==> src/rtl/dmem_arbiter.sv <==
// dmem_arbiter: shares single-port dm between the CPU data port (default priority) and an external master.
// Latency: CPU path combinational (0 cycles); ext granted same cycle when CPU idle, else after STARVE_MAX blocked cycles; ext_ack/ext_rdata one cycle after grant.
// Backpressure: CPU stalled on cycles the external master wins; ext holds ext_req until ext_gnt. `DMARB_LOCK_EN adds ext_lock burst ownership.
module dmem_arbiter #(
    parameter int ADDR_W     = 7,
    parameter int DATA_W     = 32,
    parameter int STARVE_MAX = 4
) (
    input  logic              clk,
    input  logic              rstn,
    input  logic              cpu_req,
    input  logic              cpu_we,
    input  logic [31:0]       cpu_addr,
    input  logic [DATA_W-1:0] cpu_wdata,
    output logic [DATA_W-1:0] cpu_rdata,
    output logic              cpu_stall,
    input  logic              ext_req,
    input  logic              ext_we,
    input  logic [31:0]       ext_addr,
    input  logic [DATA_W-1:0] ext_wdata,
`ifdef DMARB_LOCK_EN
    input  logic              ext_lock,
`endif
    output logic              ext_gnt,
    output logic              ext_ack,
    output logic [DATA_W-1:0] ext_rdata,
    output logic              dm_we,
    output logic [ADDR_W-1:0] dm_addr,
    output logic [DATA_W-1:0] dm_din,
    input  logic [DATA_W-1:0] dm_dout,
    output logic [15:0]       stall_cnt
);
    localparam int SW = $clog2(STARVE_MAX + 1);
    localparam logic [SW-1:0] STARVE_TOP = SW'(STARVE_MAX);

    logic [SW-1:0] starve;
    logic          lock_win;
    logic [15:0]   stall_q;

`ifdef DMARB_LOCK_EN
    logic lock_q;

    // Ownership persists only while the master keeps both request and lock high.
    always_ff @(posedge clk or negedge rstn) begin
        if (!rstn) begin
            lock_q <= 1'b0;
        end else begin
            lock_q <= ext_gnt & ext_lock;
        end
    end

    assign lock_win = lock_q;
`else
    assign lock_win = 1'b0;
`endif

    assign ext_gnt   = ext_req & (~cpu_req | (starve == STARVE_TOP) | lock_win);
    assign cpu_stall = cpu_req & ext_gnt;

    assign dm_addr   = ext_gnt ? ext_addr[ADDR_W+1:2] : cpu_addr[ADDR_W+1:2];
    assign dm_din    = ext_gnt ? ext_wdata : cpu_wdata;
    assign dm_we     = ext_gnt ? ext_we : (cpu_req & cpu_we);
    assign cpu_rdata = dm_dout;
    assign stall_cnt = stall_q;

    // Byte-lane bits and bits above the memory size are don't-care (accesses wrap).
    logic unused_addr_bits;
    assign unused_addr_bits = ^{cpu_addr[31:ADDR_W+2], cpu_addr[1:0],
                                ext_addr[31:ADDR_W+2], ext_addr[1:0]};

    always_ff @(posedge clk or negedge rstn) begin
        if (!rstn) begin
            starve <= '0;
        end else if (ext_req && !ext_gnt) begin
            if (starve != STARVE_TOP) begin
                starve <= starve + 1'b1;
            end
        end else begin
            starve <= '0;
        end
    end

    always_ff @(posedge clk or negedge rstn) begin
        if (!rstn) begin
            ext_ack   <= 1'b0;
            ext_rdata <= '0;
        end else begin
            ext_ack <= ext_gnt;
            if (ext_gnt && !ext_we) begin
                ext_rdata <= dm_dout;
            end
        end
    end

    always_ff @(posedge clk or negedge rstn) begin
        if (!rstn) begin
            stall_q <= '0;
        end else if (cpu_stall && (stall_q != 16'hFFFF)) begin
            stall_q <= stall_q + 16'd1;
        end
    end
endmodule

==> config.mk <==
export PLATFORM = sky130hd
export DESIGN_NAME = dmem_arbiter
export DESIGN_NICKNAME = d
export VERILOG_FILES = /design/src/rtl/dmem_arbiter.sv
export SDC_FILE = /design/constraint.sdc
export NUM_CORES = 1
export LEC_CHECK = 0
export CORE_AREA = 2 2 112 114
export CTS_CLUSTER_DIAMETER = 80
export DETAILED_ROUTE_END_ITERATION = 8
export DIE_AREA = 0 0 114 116
export HOLD_SLACK_MARGIN = 0.05
export PLACE_DENSITY = 0.69
export SETUP_SLACK_MARGIN = 0.4
export SLEW_MARGIN = 40
export SYNTH_ARGS = -nofsm -noshare
export SYNTH_HDL_FRONTEND = slang
export SYNTH_SLANG_ARGS = --single-unit
export TNS_END_PERCENT = 30
==> constraint.sdc <==
create_clock -name clk -period 2.5 [get_ports clk]
set_input_delay 0.5 -clock clk [delete_from_list [all_inputs] [get_ports clk]]
set_output_delay 0.5 -clock clk [all_outputs]
set_load 0.02 [all_outputs]
==> results of run 1 <==
-- routing by layer --
| metal | part of all wire, % | GRT usage (%) | vias to the layer above |
|---|---|---|---|
| met2 | 52 | 25.1 | 157 |
| met1 | 39 | 15.7 | 1344 |
| met5 | 0 | 0 | - |
| met4 | 0.57 | 3.74 | 0 |
| met3 | 8.7 | 3.03 | 2 |
| li1 | - | - | 1472 |
-- worst max path at each step --
stage / start / end / slack, ps
2_1_floorplan: starve[0] / dm_addr[0] / 400
3_3_place_gp: ext_req / dm_din[21] / -340
4_1_cts: starve[0] / dm_din[30] / 230
3_5_place_dp: ext_req / dm_din[21] / -330
6_report: starve[1] / dm_din[30] / 250
5_1_grt: starve[1] / dm_addr[3] / 170
-- layout make-up --
class / instances / share of cell area, %
timing repair buffer: 254 / 44.7
multi-input combinational: 221 / 25.3
sequential: 52 / 23.7
tap: 147 / 3.35
clock buffer: 6 / 2.35
inverter: 4 / 0.319
clock inverter: 2 / 0.296
-- Yosys cell counts --
master / n
ha_1: 3
inv_2: 1
clkbuf_1: 8
a2111oi_2: 1
dfrtp_1: 52
nand3_1: 5
nor4b_1: 1
nor3_2: 1
inv_1: 3
nand2_1: 128
nor2_1: 7
a21oi_1: 4
xnor2_1: 2
a41oi_1: 1
mux2i_1: 2
or2_1: 1
nor3b_1: 1
xor2_1: 7
nor2_2: 2
buf_2: 1
and4_1: 2
mux2_2: 2
o21ai_0: 1
nor4_1: 2
nand4_2: 2
o211ai_1: 1
o31a_1: 1
mux2_1: 33
nand4_1: 2
a21bo_1: 1
nor3_1: 2
buf_4: 35
nor4_4: 1
nand4_4: 1
a31oi_1: 3
or3_1: 1
-- cells by family after synthesis --
kind of cell,count (synthesis)
buffers and inverters,48
DFF,52
and+or+nand+nor,159
AOI/OAI and AO/OA,13
adders and majority gates,3
xor gates and xnor gates,9
muxes,37
-- worst max-delay path: cells and delay by family (launching register included) --
family                   cells  cell delay (ps)
AO/OA/AOI/OAI                1              230
adder cells (fa/ha/maj)      1              140
buffers and inverters        4              510
flip-flops                   1              400
AND/OR/NAND/NOR              3              190
-- metrics by stage --
stage	instance area [µm²]	utilization (%)	TNS, ps
floorplan	2940	-	0
global placement	5360	45.0	-11380
detailed placement	5360	45.0	-11020
CTS	5370	45.1	0
global route	5490	46.1	0
finish	5490	46.1	0
-- flip-flops by register name, indices dropped and copies added (netlist names) --
signal,flops
ext_ack,1
ext_rdata,32
starve,3
stall_cnt,16
-- placed cells by master (no fill, tap or decap), types with 3 or more instances in the layout --
master | Yosys | layout
clkdlybuf4s50_1 | 0 | 193
nand2_1 | 128 | 114
dfrtp_1 | 52 | 52
mux2_1 | 33 | 33
buf_2 | 1 | 28
nand2_2 | 0 | 14
buf_6 | 0 | 13
buf_4 | 35 | 10
nor2_1 | 7 | 7
xor2_1 | 7 | 7
clkbuf_16 | 0 | 6
nand3_1 | 5 | 5
buf_12 | 0 | 5
a21oi_1 | 4 | 4
a31oi_1 | 3 | 3
dlygate4sd2_1 | 0 | 3
-- power groups by stage --
stage / logic (W) / clock network (W) / registers, W
2_1_floorplan: 0.000295 / 0 / 0.00113
3_3_place_gp: 0.00101 / 0 / 0.00100
3_5_place_dp: 0.00101 / 0 / 0.00101
4_1_cts: 0.000980 / 0.000702 / 0.000990
5_1_grt: 0.00105 / 0.000728 / 0.00100
6_report: 0.000994 / 0.000666 / 0.000989
-- timing repair --
action                                  in CTS  in global routing
buffers inserted                             2                  1
endpoints found under the setup margin      56                 66
gates resized for setup                    185                 27
pin swaps                                    1                  1
cloned                                       0                  1
==> metrics, run 1 <==
Fill cells ~1,200; Area Growth Syn to Fin 86.6%; multiplexer share of the synthesized area 14.1%; Final #Nets 707; CP Max Fanout 20; Critical Path Start Type register; Remaining DRCs 0; Comb power frac 37.5%; Synth top area share 44.2%; Post-Layout Cell Count around 700; Clk network pwr share approximately a quarter; CTS Root Buffer Type clkbuf_16; vias in the first global route between 2,000 and 3,000; Compound-Gate Fraction of Synth Area 3.19%; Final Skew 4.73 ps; final hold violations 0; Placed Instances 674; Yosys warnings 0; R2R Path End ext_rdata[29]; worst-margin pin slew between 600 and 700 ps; layout cells sized above 1 17.4%; Max rail drop VDD 246 µV; via count 2,975; GP Congestion between 0.7 and 0.8; Crit Reg-Reg Startpoint starve[1]; RSZ-0062 raised after global routing yes; final hold slack 327 ps; htree depth 2; total core area roughly 0.012 mm²; PwrDens 483 mW/mm²; antenna violations before repair 0; Syn Area/Cell 9.16 µm²; CTS Buf Count 5; register area 0.00130 mm²; Max-cap violations 0; Max Root-Sink Buffers 2; IO Port Bufs 238; Setup WS pre-CTS -332 ps; Synth Area in Adders 1.28%; simple-gate share of the synthesized area 23.9%; CP Data Required Time 2000 ps; slowest cell on the critical path dfrtp_1; max incr delay on CP roughly 400 ps; pin count of the biggest net entering global routing 53; post-synthesis net count 490; Yosys reg bits 52; Post-Syn Instances 321; status finished clean; fin. max-slew vios 0; flop2flop setup slack 540 ps; crit-path cells inv_2 -> ha_4 -> nand2_2 -> a21bo_4 -> buf_6 -> buf_12 -> nand2_2 -> nand2_1 -> buf_2; wire length per cell between 10 and 15 µm; starting density of the core 24.7%; CP arrival between 1500 and 2000 ps; Pint 0.00185 W; Reg2Reg Depth 9; total routed wirelength 9720 µm; num rows 40; Worst-Skew Late Latency 280 ps; final number of setup-violating endpoints 0; Psw approximately 0.00080 W; first-pass GRT wire length 14,300 µm; Tot Pwr approximately 0.0026 W; crit end category output pin; Leak 2.51 nW; Yosys cell types 36; Sw Ratio between 30 and 40%; post-layout min period ~2300 ps; Overflow after GRT 0; # diodes 0; most used cell, CP nand2_2; vias per cell 4.34; Achievable Freq about 440 MHz; area leader, netlist dfrtp_1; dpl hpwl 7910 µm; First-pass DRT Iterations 4; I/O pin cnt just under 300; Die W between 100 and 150 µm; All-Layer GR Usage 13.5%; Die Footprint 0.0132 mm²; area of the multi-input gates 0.00139 mm²; cts hold-fix bufs 0; Die H 116 µm; register area share after synthesis ~44%; clk sinks 52; Final Cycle Share 90.0%; worst setup margin approximately 250 ps; Detailed Route Iter0 Violations slightly above 70; Reg power frac between 30% and 40%; area of the mapped netlist between 0.002 and 0.003 mm²; CP Class register to output pin; Clk pin slew, worst setup/hold paths 70 ps; Post-Synth XOR/XNOR Area 2.68%; Hold/Removal Path Class primary input to asynchronous set/reset pin; CTS tree built; max_slew headroom between 50% and 60%; largest family of logic cells by synthesized area simple AND/OR/NAND/NOR gates; Detail Route Antenna Nets 0; largest cells by area after synthesis dfrtp_1 (44%), nand2_1 (16%), mux2_1 (13%)
Power figures use the tool's default switching activity.
==> run 2, diff against run 1 <==
--- a/config.mk
+++ b/config.mk
@@ -10,6 +10,7 @@
 export DETAILED_ROUTE_END_ITERATION = 8
 export DIE_AREA = 0 0 114 116
 export HOLD_SLACK_MARGIN = 0.05
+export MAX_ROUTING_LAYER = met4
 export PLACE_DENSITY = 0.69
 export SETUP_SLACK_MARGIN = 0.4
 export SLEW_MARGIN = 40
==> run 2 against run 1 <==
Non-clock buffer count unchanged. Critical path type unchanged. Critical path depth is the same. Core utilization increased by 0.053 points. Critical endpoint is now dm_din[24]. Clock skew grew 1.2 ps. Sequential power barely moved. Final cell count stayed put. Largest cell class unchanged.
==> metrics, run 2 (same netlist as run 1, synthesis figures left out) <==
status finished clean; htree depth 2; Post-DP Area 0.00536 mm²; most used routing layer in global routing met2; Achievable Freq 444 MHz; first-pass GRT wire length 14,300 µm; total routed wirelength 9720 µm; Placed Instances between 600 and 700; Max rail drop VDD 248 µV; Leak 2.51 nW; All-Layer GR Usage 14.0%; CP delay by family, top buffers and inverters; pin count of the biggest net entering global routing 53; antenna violations before repair 0; Final Skew slightly below 6 ps; met2 Use GR 25.2%; layout cells sized above 1 17.4%; CP Class register to output pin; GP Congestion 0.799; CP Data Required Time 2000 ps; worst-margin pin slew 652 ps; dpl hpwl 7910 µm; PwrDens between 400 and 500 mW/mm²; Critical Path Start Type register; grt met1 use 16.4%; Fin Setup TNS 0 ps; via count 2,987; wire length per cell 14.2 µm; post-layout min period 2250 ps; Die W roughly 110 µm; Bufs and invs on worst path 4; vias in the first global route 2,928; Detailed Route Iter0 Violations slightly below 100; Max-cap violations 0; Detail Route Antenna Nets 0; final number of setup-violating endpoints 0; Core Util, Final 46.1%; CP arrival ~1800 ps; total core area 0.0119 mm²; most used cell, CP nand2_1; max FFs per register 32; Area Growth Syn to Fin 86.9%; Max Root-Sink Buffers 2; RSZ-0062 raised after global routing yes; CTS Root Buffer Type clkbuf_16; Post-Layout Cell Count about 690; slowest cell on the critical path dfrtp_1; Reg with most FFs ext_rdata; # diodes 0; Remaining DRCs 0; crit end category output pin; I/O pin cnt 289; starting density of the core 24.7%; max_slew headroom 56.5%; commonest cells after routing, fill and taps aside clkdlybuf4s50_1 (193), nand2_1 (114), dfrtp_1 (52); num rows 40; final hold violations 0; Die Footprint 0.0132 mm²; Overflow after GRT 0; Die H 116 µm; fin. max-slew vios 0; Hold/Removal Path Class primary input to asynchronous set/reset pin; crit-path cells inv_2 -> ha_4 -> nand2_2 -> a21bo_4 -> buf_6 -> buf_12 -> nand2_1 -> nand2_1 -> buf_2; clk sinks 52; met3 Use GR 1.88%; commonest non-fill, non-tap cell in the layout clkdlybuf4s50_1; CTS Buf Count 5; First-pass DRT Iterations 4; post-route cell area between 0.005 and 0.006 mm²; Clk pin slew, worst setup/hold paths approximately 70 ps; cts hold-fix bufs 0; vias per cell 4.35; CP Max Fanout 20; Final Cycle Share 90.0%; final hold slack 317 ps; Worst-Skew Late Latency between 200 and 300 ps; IO Port Bufs 238; max incr delay on CP 400 ps; Final #Nets roughly 710; CTS tree built
## run 2: cell types whose count changed in the layout (fill, tap and decap cells not counted)
cell and change:
buf_2 -1, buf_6 +1
## run 2: worst reg2reg max path, delay by kind of cell (launching register included)
kind,cells,cell delay [ps]
buf+inv,4,540
flops,1,400
mux,1,370
compound gates,1,230
simple gates,2,150
fa+ha+maj,1,140
## run 2: area by class of cell
class                           count  area [µm²]
Tap cell                          147         184
Clock buffer                        6         129
Fill cell                        1177        6410
Multi-Input combinational cell    221        1390
Sequential cell                    52        1300
Timing Repair Buffer              254        2460
Clock inverter                      2        16.3
Inverter                            4        17.5
## run 2: path summary, 6_finish.rpt
| kind | from | endpoint | slack, ps | depth (start not counted) |
|---|---|---|---|---|
| max in group asynchronous | rstn | ext_rdata[1] | 1740 | 2 |
| min in group clk | ext_rdata[6] | ext_rdata[6] | 480 | 1 |
| max | starve[1] | dm_din[24] | 250 | 9 |
| min | rstn | stall_cnt[11] | 320 | 2 |
| max reg2reg | starve[1] | ext_rdata[29] | 540 | 9 |
| min reg2reg | ext_rdata[6] | ext_rdata[6] | 480 | 1 |
## run 2: routing by layer
metal	vias to the layer above	wire length, µm
li1	1472	-
met1	1354	3940
met2	159	5020
met3	2	701
met4	0	55
met5	-	0
## run 2: stage by stage
stage                     total power (W)  worst slack, ps
after floorplan                   0.00143              404
final                             0.00265              250
after global routing              0.00279              171
after CTS                         0.00267              229
after global placement            0.00201             -339
after detailed placement          0.00202             -332
## run 2: power by group
part	switching [W]	internal, W	leakage, nW
clock	0.000295	0.000373	0.0671
combinational	0.000460	0.000536	1.79
sequential	0.0000470	0.000942	0.655
## run 2: repair_timing
| action | CTS | global route |
|---|---|---|
| gates resized for setup | 185 | 29 |
| endpoints found under the setup margin | 56 | 66 |
| hold endpoints to repair | 0 | 0 |
| buffers inserted | 2 | 1 |
| pin swaps | 1 | 1 |
| gates cloned | 0 | 1 |
==> run 3, diff against run 2 <==
--- a/config.mk
+++ b/config.mk
@@ -5,10 +5,11 @@
 export SDC_FILE = /design/constraint.sdc
 export NUM_CORES = 1
 export LEC_CHECK = 0
-export CORE_AREA = 2 2 112 114
+export ABC_AREA = 1
+export CORE_AREA = 2 2 114 116
 export CTS_CLUSTER_DIAMETER = 80
 export DETAILED_ROUTE_END_ITERATION = 8
-export DIE_AREA = 0 0 114 116
+export DIE_AREA = 0 0 116 118
 export HOLD_SLACK_MARGIN = 0.05
 export MAX_ROUTING_LAYER = met4
 export PLACE_DENSITY = 0.69
==> constraint.sdc (replaced) <==
create_clock -name clk -period 2.6 [get_ports clk]
set_input_delay 0.52 -clock clk [delete_from_list [all_inputs] [get_ports clk]]
set_output_delay 0.52 -clock clk [all_outputs]
set_load 0.02 [all_outputs]
==> run 3 against run 2 <==
Sequential cell count stayed put. Core utilization is 0.73 points higher. Via count is 19% higher. Final area is 5.9% higher. Clock-buffer cell count is 1 lower. Clock power is 3.7% lower. Synthesized area is 11% higher. Worst setup slack better by 110 ps. Largest cell class unchanged. Largest power group unchanged. Highest routed layer unchanged.
==> metrics, run 3 <==
Max Root-Sink Buffers 2; Die H 118 µm; wire length per cell 13.4 µm; First-pass DRT Iterations 4; total core area about 0.012 mm²; Critical Path Start Type register; async set-reset flop share out of synthesis 100%; post-route cell area 0.00582 mm²; Post-Synth XOR/XNOR Area 2.15%; CP Class register to output pin; Psw 0.000909 W; Leak around 2.8 nW; worst-margin pin slew 732 ps; Synth top area share 40.0%; register area share after synthesis 40.0%; area leader, netlist dfrtp_1; first-pass GRT wire length between 15,000 and 20,000 µm; post-layout min period 2240 ps; dpl hpwl between 8000 and 9000 µm; largest cells by area after synthesis dfrtp_1 (40%), nand2_1 (25%), buf_4 (7.4%); Reg power frac 36.4%; CTS Root Buffer Type clkbuf_16; IO Port Bufs 238; Area Growth Syn to Fin 78.7%; Max-cap violations 0; Post-synth top flop dfrtp_1; final hold violations 0; Post-DP Area ~0.0056 mm²; Final Skew 6.93 ps; Final #Nets between 800 and 900; worst setup margin 359 ps; Max rail drop VDD 195 µV; Yosys cell types 25; CTS tree built; fin. max-slew vios 0; status finished clean; Clk network pwr share 23.4%; Pint 0.00184 W; Compound-Gate Fraction of Synth Area about 9%; PwrDens 472 mW/mm²; Hold/Removal Path Class primary input to asynchronous set/reset pin; Die Footprint 0.0137 mm²; max FFs per register 32; RSZ-0062 raised after global routing yes; Synth Area in Adders 1.15%; most instantiated cells after synthesis nand2_1 (220), dfrtp_1 (52), inv_1 (46), buf_4 (32), o21ai_2 (22); total routed wirelength 11,400 µm; Final Cycle Share 86.2%; pin count of the biggest net entering global routing 65; commonest non-fill, non-tap cell in the layout nand2_1; CP Max Fanout 5; starting density of the core a little over a quarter; Worst-Skew Late Latency 290 ps; Setup WS pre-CTS -174 ps; CP arrival 1720 ps; post-synthesis net count 627; Post-Syn Instances between 400 and 500; layout cells sized above 1 ~16%; Overflow after GRT 0; Syn Area/Cell 7.11 µm²; All-Layer GR Usage 16.5%; most common cell in the synthesized netlist nand2_1; simple-gate share of the synthesized area 31.2%; commonest cells after routing, fill and taps aside nand2_1 (214), clkdlybuf4s50_1 (193), dfrtp_1 (52); Detailed Route Iter0 Violations 140; via count 3,544; CP Data Required Time about 2100 ps; Achievable Freq 446 MHz; num rows 41; area of the mapped netlist 0.00326 mm²; Yosys warnings 0; Comb power frac roughly two fifths; Yosys reg bits 52; vias in the first global route 3,668; Detail Route Antenna Nets 0; Remaining DRCs 0; largest family of logic cells by synthesized area simple AND/OR/NAND/NOR gates; clk sinks 52; multiplexer share of the synthesized area 0%; GP Congestion 0.899; Clk pin slew, worst setup/hold paths roughly 70 ps; vias per cell 4.18; Die W roughly 120 µm; Sw Ratio 33.1%; CTS Buf Count 5; EDFF count, synth 0; htree depth 2; crit end category output pin; Reg with most FFs ext_rdata; final number of setup-violating endpoints 0; antenna violations before repair 1; max_slew headroom 51.2%; I/O pin cnt about 290
run 3: metrics by stage:
stage | total power [W] | hold slack (ps) | instances | TNS, ps | util [%]
4_1_cts | 0.00278 | 298 | 842 | 0 | 46.4
6_report | 0.00275 | 271 | 847 | 0 | 46.9
3_3_place_gp | 0.00210 | 445 | 830 | -4810 | 45.1
2_1_floorplan | 0.00152 | 224 | 458 | 0 | -
5_1_grt | 0.00291 | 336 | 847 | 0 | 46.9
3_5_place_dp | 0.00212 | 466 | 830 | -5030 | 45.1
run 3: final cells by class:
class	count	area [µm²]
Fill cell	1260	6600
Timing Repair Buffer	257	2530
Multi-Input combinational cell	310	1450
Sequential cell	52	1300
Tap cell	172	215
Inverter	47	184
Clock buffer	5	125
Clock inverter	3	18.8
Antenna cell	1	2.50
run 3: final timing paths:
| kind | depth (start not counted) | end | start | slack, ps |
|---|---|---|---|---|
| max | 10 | dm_din[9] | starve[0] | 360 |
| min | 1 | stall_cnt[5] | rstn | 270 |
| max reg2reg | 8 | ext_rdata[31] | starve[0] | 640 |
| min reg2reg | 2 | ext_rdata[9] | ext_rdata[9] | 480 |
| max in group asynchronous | 2 | ext_rdata[17] | rstn | 1680 |
| min in group clk | 2 | ext_rdata[9] | ext_rdata[9] | 480 |
run 3: worst max-delay path, cell delays in order (launching register included):
cell       delay [ps]
dfrtp_1           390
inv_1              60
ha_2              160
nand2_1            60
nand2_2           100
nand2_4           110
inv_8             120
clkbuf_16         150
nand2_1            50
nand2_1           100
buf_6             130
run 3: repair_timing:
item	in CTS	in global routing
gates cloned	2	3
setup endpoints to repair	42	43
setup buffers	2	1
resized for setup	172	53
pin swaps	0	2
hold buffers	0	0
run 3: kinds of logic (layout without fill, tap and decap cells):
family / Yosys count / count (layout)
buffers and inverters: 96 / 312
flip-flops: 52 / 52
other: 0 / 1
AND/OR/NAND/NOR: 259 / 259
XOR/XNOR: 8 / 8
adder cells (fa/ha/maj): 3 / 3
AO/OA/AOI/OAI: 40 / 40
run 3: per-layer routing:
| metal | up-vias | track usage (%) | wire length [µm] |
|---|---|---|---|
| met4 | 0 | 4.54 | 231 |
| met5 | - | - | 0 |
| li1 | 1787 | - | - |
| met3 | 16 | 2.52 | 637 |
| met1 | 1590 | 18.0 | 4340 |
| met2 | 151 | 30.4 | 6180 |
run 3: power groups by stage:
| stage | sequential, W | combinational (W) | clock, W |
|---|---|---|---|
| finish | 0.000999 | 0.00111 | 0.000643 |
| global route | 0.00102 | 0.00118 | 0.000706 |
| CTS | 0.00100 | 0.00110 | 0.000678 |
| detailed placement | 0.00102 | 0.00110 | 0 |
| global placement | 0.00101 | 0.00109 | 0 |
| floorplan | 0.00114 | 0.000382 | 0 |
